===== src/rtl/mag_event_detector.sv =====
// Moving average, running peak and hysteresis event detector on the magnitude stream.
// One-cycle registered latency; no backpressure, a sample is taken whenever ena && mag_valid.
module mag_event_detector #(
  parameter int WIDTH     = 8,
  parameter int AVG_LOG2  = 3,
  parameter int HI_THRESH = 180,
  parameter int LO_THRESH = 150,
  parameter int HOLD      = 4
) (
  input  logic             clk,
  input  logic             rst,
  input  logic             ena,
  input  logic             mag_valid,
  input  logic [WIDTH-1:0] mag_in,
  input  logic             clear,
  output logic [WIDTH-1:0] avg_out,
  output logic             avg_valid,
  output logic [WIDTH-1:0] peak_out,
  output logic             event_out,
  output logic             event_pulse
);

  localparam int DEPTH = 1 << AVG_LOG2;
  localparam int SW    = WIDTH + AVG_LOG2;
  localparam int FW    = AVG_LOG2 + 1;
  localparam int CW    = (HOLD > 1) ? $clog2(HOLD + 1) : 1;

  localparam logic [WIDTH-1:0] HI     = WIDTH'(HI_THRESH);
  localparam logic [WIDTH-1:0] LO     = WIDTH'(LO_THRESH);
  localparam logic [FW-1:0]    FULL   = FW'(DEPTH);
  localparam logic [CW-1:0]    HOLD_C = CW'(HOLD);

  localparam logic [1:0] IDLE   = 2'd0;
  localparam logic [1:0] ARMING = 2'd1;
  localparam logic [1:0] ACTIVE = 2'd2;

  logic [DEPTH-1:0][WIDTH-1:0] win;
  logic [SW-1:0]               sum;
  logic [SW-1:0]               sum_next;
  logic [FW-1:0]               fill_cnt;
  logic [CW-1:0]               arm_cnt;
  logic [CW-1:0]               arm_cnt_inc;
  logic [1:0]                  state;
  logic                        accept;
  logic                        do_clear;
  logic                        hi_hit;
  logic                        below_lo;
  logic                        hold_done;

  assign do_clear    = ena && clear;
  assign accept      = ena && mag_valid && !clear;
  assign hi_hit      = mag_in >= HI;
  assign below_lo    = mag_in < LO;
  assign arm_cnt_inc = arm_cnt + 1'b1;
  assign hold_done   = arm_cnt_inc == HOLD_C;
  // Window slots start at zero, so subtracting the oldest entry is valid from the first sample.
  assign sum_next    = sum + SW'(mag_in) - SW'(win[DEPTH-1]);

  always_ff @(posedge clk or posedge rst) begin
    if (rst) begin
      win         <= '0;
      sum         <= '0;
      fill_cnt    <= '0;
      avg_out     <= '0;
      avg_valid   <= 1'b0;
      peak_out    <= '0;
      state       <= IDLE;
      arm_cnt     <= '0;
      event_out   <= 1'b0;
      event_pulse <= 1'b0;
    end else if (do_clear) begin
      win         <= '0;
      sum         <= '0;
      fill_cnt    <= '0;
      avg_out     <= '0;
      avg_valid   <= 1'b0;
      peak_out    <= '0;
      state       <= IDLE;
      arm_cnt     <= '0;
      event_out   <= 1'b0;
      event_pulse <= 1'b0;
    end else begin
      event_pulse <= 1'b0;
      if (accept) begin
        win     <= {win[DEPTH-2:0], mag_in};
        sum     <= sum_next;
        avg_out <= sum_next[SW-1:AVG_LOG2];
        if (fill_cnt != FULL) fill_cnt <= fill_cnt + 1'b1;
        if (fill_cnt == FULL - 1'b1) avg_valid <= 1'b1;
        if (mag_in > peak_out) peak_out <= mag_in;

        case (state)
          IDLE: begin
            if (hi_hit) begin
              arm_cnt <= CW'(1);
              if (HOLD == 1) begin
                state       <= ACTIVE;
                event_out   <= 1'b1;
                event_pulse <= 1'b1;
              end else begin
                state <= ARMING;
              end
            end
          end
          ARMING: begin
            // Any sub-threshold sample breaks the run; there is no partial credit.
            if (hi_hit) begin
              if (hold_done) begin
                state       <= ACTIVE;
                event_out   <= 1'b1;
                event_pulse <= 1'b1;
                arm_cnt     <= '0;
              end else begin
                arm_cnt <= arm_cnt_inc;
              end
            end else begin
              state   <= IDLE;
              arm_cnt <= '0;
            end
          end
          ACTIVE: begin
            if (below_lo) begin
              state     <= IDLE;
              event_out <= 1'b0;
            end
          end
          default: begin
            state     <= IDLE;
            arm_cnt   <= '0;
            event_out <= 1'b0;
          end
        endcase
      end
    end
  end

endmodule


===== config.mk =====
export PLATFORM = sky130hd
export DESIGN_NAME = mag_event_detector
export DESIGN_NICKNAME = d
export VERILOG_FILES = /design/src/rtl/mag_event_detector.sv
export SDC_FILE = /design/constraint.sdc
export NUM_CORES = 1
export LEC_CHECK = 0
export BUFFER_PORTS_ARGS = -buffer_cell sky130_fd_sc_hd__buf_2
export CAP_MARGIN = 0
export CORE_MARGIN = 10
export CORE_UTILIZATION = 45
export DETAILED_ROUTE_END_ITERATION = 8
export GPL_TIMING_DRIVEN = 1
export PLACE_DENSITY = 0.59
export SETUP_SLACK_MARGIN = 0.2
export SLEW_MARGIN = 20
export SYNTH_ARGS = -nofsm -noshare
export SYNTH_HDL_FRONTEND = slang
export SYNTH_SLANG_ARGS = --single-unit

===== constraint.sdc =====
create_clock -name clk -period 4.94 [get_ports clk]
set_input_delay 0.494 -clock clk [delete_from_list [all_inputs] [get_ports clk]]
set_output_delay 0.494 -clock clk [all_outputs]
set_load 0.005 [all_outputs]

## Yosys cells after proc, flatten, opt, wreduce, memory -nomap -nowiden

Cells that the tools add are included.
Widths: inputs -> output; s select.

- Add/subtract/negate cells: 4
- $lt $le $gt $ge: 3
- Eq/ne operators: 12
- Muxes and demuxes: 39
- Reductions and logical operators: 15

Operators with widths:

| operator | number |
|---|---|
| $mux 64 | 2 |
| $mux 8 | 5 |
| $mux 11 | 2 |
| $mux 3 | 5 |
| $mux 1 | 13 |
| $mux 2 | 6 |
| $mux 4 | 3 |
| $ne 3x3->1 const B | 4 |
| $add 11x8->11 | 1 |
| $sub 11x8->11 | 1 |
| $pmux 3 s3 | 1 |
| $ge 8x8->1 const B | 1 |
| $gt 8x8->1 | 1 |
| $lt 8x8->1 const B | 1 |
| $ne 4x4->1 const B | 2 |
| $reduce_bool 2->1 | 4 |
| $pmux 2 s3 | 1 |
| $reduce_and 2->1 | 3 |
| $reduce_and 5->1 | 1 |
| $add 4x1->4 const B | 1 |
| $eq 4x3->1 const B | 1 |
| $ne 2x2->1 const B | 2 |
| $reduce_and 4->1 | 1 |
| $add 3x1->3 const B | 1 |
| other kinds (8) | 10 |

- Register bits: 103
- Input bits: 13
- Output and inout port bits: 19
- Logic and storage cells: 90

## Logic depth before layout (Yosys ltp)

- Depth after elaboration: 7
- Depth in mapped cells: 12
- Depth with buffers taken out: 12

## Least setup slack after synthesis

Ideal clock, no wire load.

- Path kind: in2reg
- From: in mag_in[2]
- To: reg avg_out[7]
- Library setup time: 76 ps
- Arrival time: 2,669 ps
- Required time: 4,864 ps
- Path slack: 2,195 ps
- Stages: 10
- Path buffers: 0
- Cells stage by stage: inv_1 -> fa_1 -> inv_1 -> ha_1 -> nor2b_4 -> o31a_1 -> o31a_1 -> or3_1 -> a211o_1 -> o21ai_1

- Word-level cells in the longest chain between the ends: 4

RTL lines:

| element | RTL line | RTL |
|---|---|---|
| from (decl) | 14 | `input logic [WIDTH-1:0] mag_in,` |
| $add 11x8->11 | 57 | `assign sum_next = sum + SW'(mag_in) - SW'(win[DEPTH-1]);` |
| $sub 11x8->11 | 57 |  |
| $mux 8 | 84 | `if (accept) begin` |
| $mux 8 | 71 | `end else if (do_clear) begin` |
| to (signal assigned) | 87 | `avg_out <= sum_next[SW-1:AVG_LOG2];` |
| to (decl) | 16 | `output logic [WIDTH-1:0] avg_out,` |

No other way between the ends. The select of a mux whose other input is x is not followed.
A chain may end at the register's enable or synchronous reset.

## Final worst setup path

- From: reg win[58] (netlist bit)
- To: reg avg_out[7]

- Word-level cells in the longest chain between the ends: 3

RTL lines:

| element | RTL line | RTL |
|---|---|---|
| from (decl) | 37 | `logic [DEPTH-1:0][WIDTH-1:0] win;` |
| from (signal assigned) | 85 | `win <= {win[DEPTH-2:0], mag_in};` |
| $sub 11x8->11 | 57 |  |
| $mux 8 | 84 |  |
| $mux 8 | 71 |  |

No other way between the ends. The select of a mux whose other input is x is not followed.

==> results.md <==
* Final Critical Period at 2720 ps
* Die W at 121 um
* Hold Path Class: in -> async
* Clock tree buffer depth at 2
* Non-filler cells, final at 580
* Final WL at 8880 um
* Crit Path Class: reg -> reg
* Placement Rows at 36
* # diodes at 0
* Ys flop type: dfrtp_1
* Post-synthesis sequential area ratio at 51.4%
* Share of cells above drive strength 1 at 12.8%
* Buf/Inv on CP at 1
* Final Hold Fails at 0
* Reg-to-reg slack, setup at 2220 ps
* I/O pins at 32
* Vias per cell at 5.34
* Crit path DAT at 3020 ps
* Clock root cell: clkbuf_8
* Post-CTS sizing at 0
* Number of setup violations in the final report at 0
* CTS clk-pin slew, worst paths at 90 ps
* Htree depth at 3
* Crit path depth at 9
* Post-DRT Antenna Nets at 0
* Fin nets at 486
* Cells after synthesis at 423
* Core Area at 9910 um^2
* Final-report max-slew violation count at 0
* Final Skew at 9.35 ps
* Max cap viols at 0
* Synth area leader: dfrtp_1
* Final Total Pwr at 1.93 mW
* CP required at 5240 ps
* Netlist Area Pre-Place at 4620 um^2
* Largest net degree at the start of global routing at 56
* Number of DRC markers in iteration 0 at 253
* # Post-CTS Setup Buffers at 0
* F_max at 0.368 GHz
* Crit-path cells: fa_1 > inv_1 > ha_1 > nor2b_4 > o31a_1 > o31a_1 > or3_1 > a211o_1 > o21ai_1
* Total grt overflow at 0
* Mean Syn Cell Area at 10.9 um^2
* Measured slew at the worst slew-check pin at 810 ps
* Worst path slowest cell: fa_1
* Hold Buf Count CTS at 0
* Status: completed
* DIE HEIGHT at 121 um
* Final period util at 55.1%
* CP Max Fanout at 4
* Initial antenna violation count at 0
* Syn nets at 467
* Top cells by area, synth: dfrtp_1, a22o_1, ha_1
* CTS tree: yes
* GP Congestion at 0.795
* CTS Sinks at 95
* Asr flop ratio synth at 100%
* Pwr dens at 383 nW/um^2
* Most common cell on crit path: o31a_1
* CP Launch Type: register
* Number of global-route vias before repair at 3152
* Synth Warn # at 0
* Worst path max stage delay at 510 ps
* Peak VDD IR at 190 uV
* CTS buffer count at 9
* WL/cell at 15.3 um
* Synth cell types at 48
* Cell class contributing the biggest share of worst-path delay: compound AO/OA/AOI/OAI gates
* Via count at 3097
* First-pass GRT wire length at 15400 um
* Die area at 14700 um^2
* Crit path capture type: register
* Port bufs at 31
* Post-synth EDFFs at 0
* Clock latency on the worst-skew pair at 370 ps
* Top-area cell type share of the netlist area at 51.4%
* Unrepaired setup endpoints after global routing: no
* Initial Utilization at 46.6%
* DRC at 0
* Post-DP HPWL at 6110 um
* Area growth syn-to-layout at 8.88%
* Pre-antenna DRT Iters at 4
* Total Routing Usage GR at 12.9%
* DP Cell Count at 564
* TNS Setup at 0 ps
* FF-to-FF path depth at 9
* Synth Register Bits at 95
* Slew HR at 45.8%
* Leak pwr at 2.52 nW
[synth_stat cells, types with 2 or more instances]
cell type	instances
o21bai_1	3
a22o_1	59
fa_1	8
xor2_1	4
inv_1	52
o31ai_1	4
o31a_1	2
nor3_1	4
ha_1	23
nand3_1	2
buf_4	8
a21oi_1	13
a21o_1	3
a211oi_1	4
nor2b_1	2
nor2_1	20
nand2_1	30
dfrtp_1	95
o21ai_0	20
clkbuf_1	16
mux2i_1	8
o21ai_1	13
nand4_1	3
xnor2_1	3
[cells in the final DEF (no fill, tap or decap), drive strengths merged, types with 4 or more instances in the layout]
cell type,instances
nand2,30
xor2,4
buf,34
nor2,20
nor3,4
dfrtp,95
o31ai,4
inv,52
a22o,59
clkbuf,10
a211oi,4
a21oi,14
ha,23
mux2i,8
o21ai,33
fa,8
[registers in the layout (all words and copies together) (netlist names)]
signal       flops
avg_valid        1
state            2
fill_cnt         4
event_pulse      1
event_out        1
sum              3
win             64
avg_out          8
peak_out         8
arm_cnt          3
[layer usage]
| metal | global-route usage (%) | routed length [um] | up-vias |
|---|---|---|---|
| li1 | - | - | 1508 |
| met2 | 18.9 | 3830 | 53 |
| met3 | 4.70 | 422 | 9 |
| met4 | 3.58 | 102 | 0 |
| met5 | 0 | 0 | - |
| met1 | 17.6 | 4530 | 1527 |
[per-stage QoR]
step	utilization, %	hold WS (ps)	setup WS [ps]	area, um^2
after floorplan	-	450	1970	4620
after global placement	48.8	470	1960	4830
after detailed placement	48.8	473	1920	4830
after CTS	50.8	187	2200	5030
after global routing	50.8	219	2110	5030
final	50.8	181	2220	5030
[cell type report]
class	instances	area [um^2]
clock buffers	10	138
clock inverters	6	60.1
fillers	932	4880
inverters	52	198
multi-input cells	250	1920
flip-flops and latches	95	2380
well taps	133	166
repair buffers	34	178
[power by group]
| group | total [mW] | switching (mW) | internal (mW) |
|---|---|---|---|
| Clock | 0.508 | 0.263 | 0.245 |
| Sequential | 0.882 | 0.0491 | 0.833 |
| Combinational | 0.539 | 0.309 | 0.230 |
| Total | 1.93 | 0.621 | 1.31 |
[final timing paths]
check / from / end
max in group asynchronous: rst / arm_cnt[1]
min in group clk: mag_in[4] / peak_out[4]
worst min register to register: win[6] / win[6]
worst min-delay path: rst / win[56]
worst max register to register: win[58] / avg_out[7]
worst max-delay path: win[58] / avg_out[7]
[worst register-to-register path: cells and delay by family (launching register included)]
kind	cells	cell delay, ps
compound gates	4	860
fa+ha+maj	2	850
simple gates	2	490
flops	1	420
buf+inv	1	40
[kinds of logic (layout without fill, tap and decap cells)]
family	Yosys count	in the layout	share of synthesized area (%)
XOR/XNOR	7	7	1.33
multiplexers	8	8	1.73
buffers and inverters	78	102	7.39
AO/OA/AOI/OAI	133	133	21.3
AND/OR/NAND/NOR	71	71	7.09
adder cells (fa/ha/maj)	31	31	9.69
flip-flops	95	95	51.4
(Power assumes the default switching activity.)
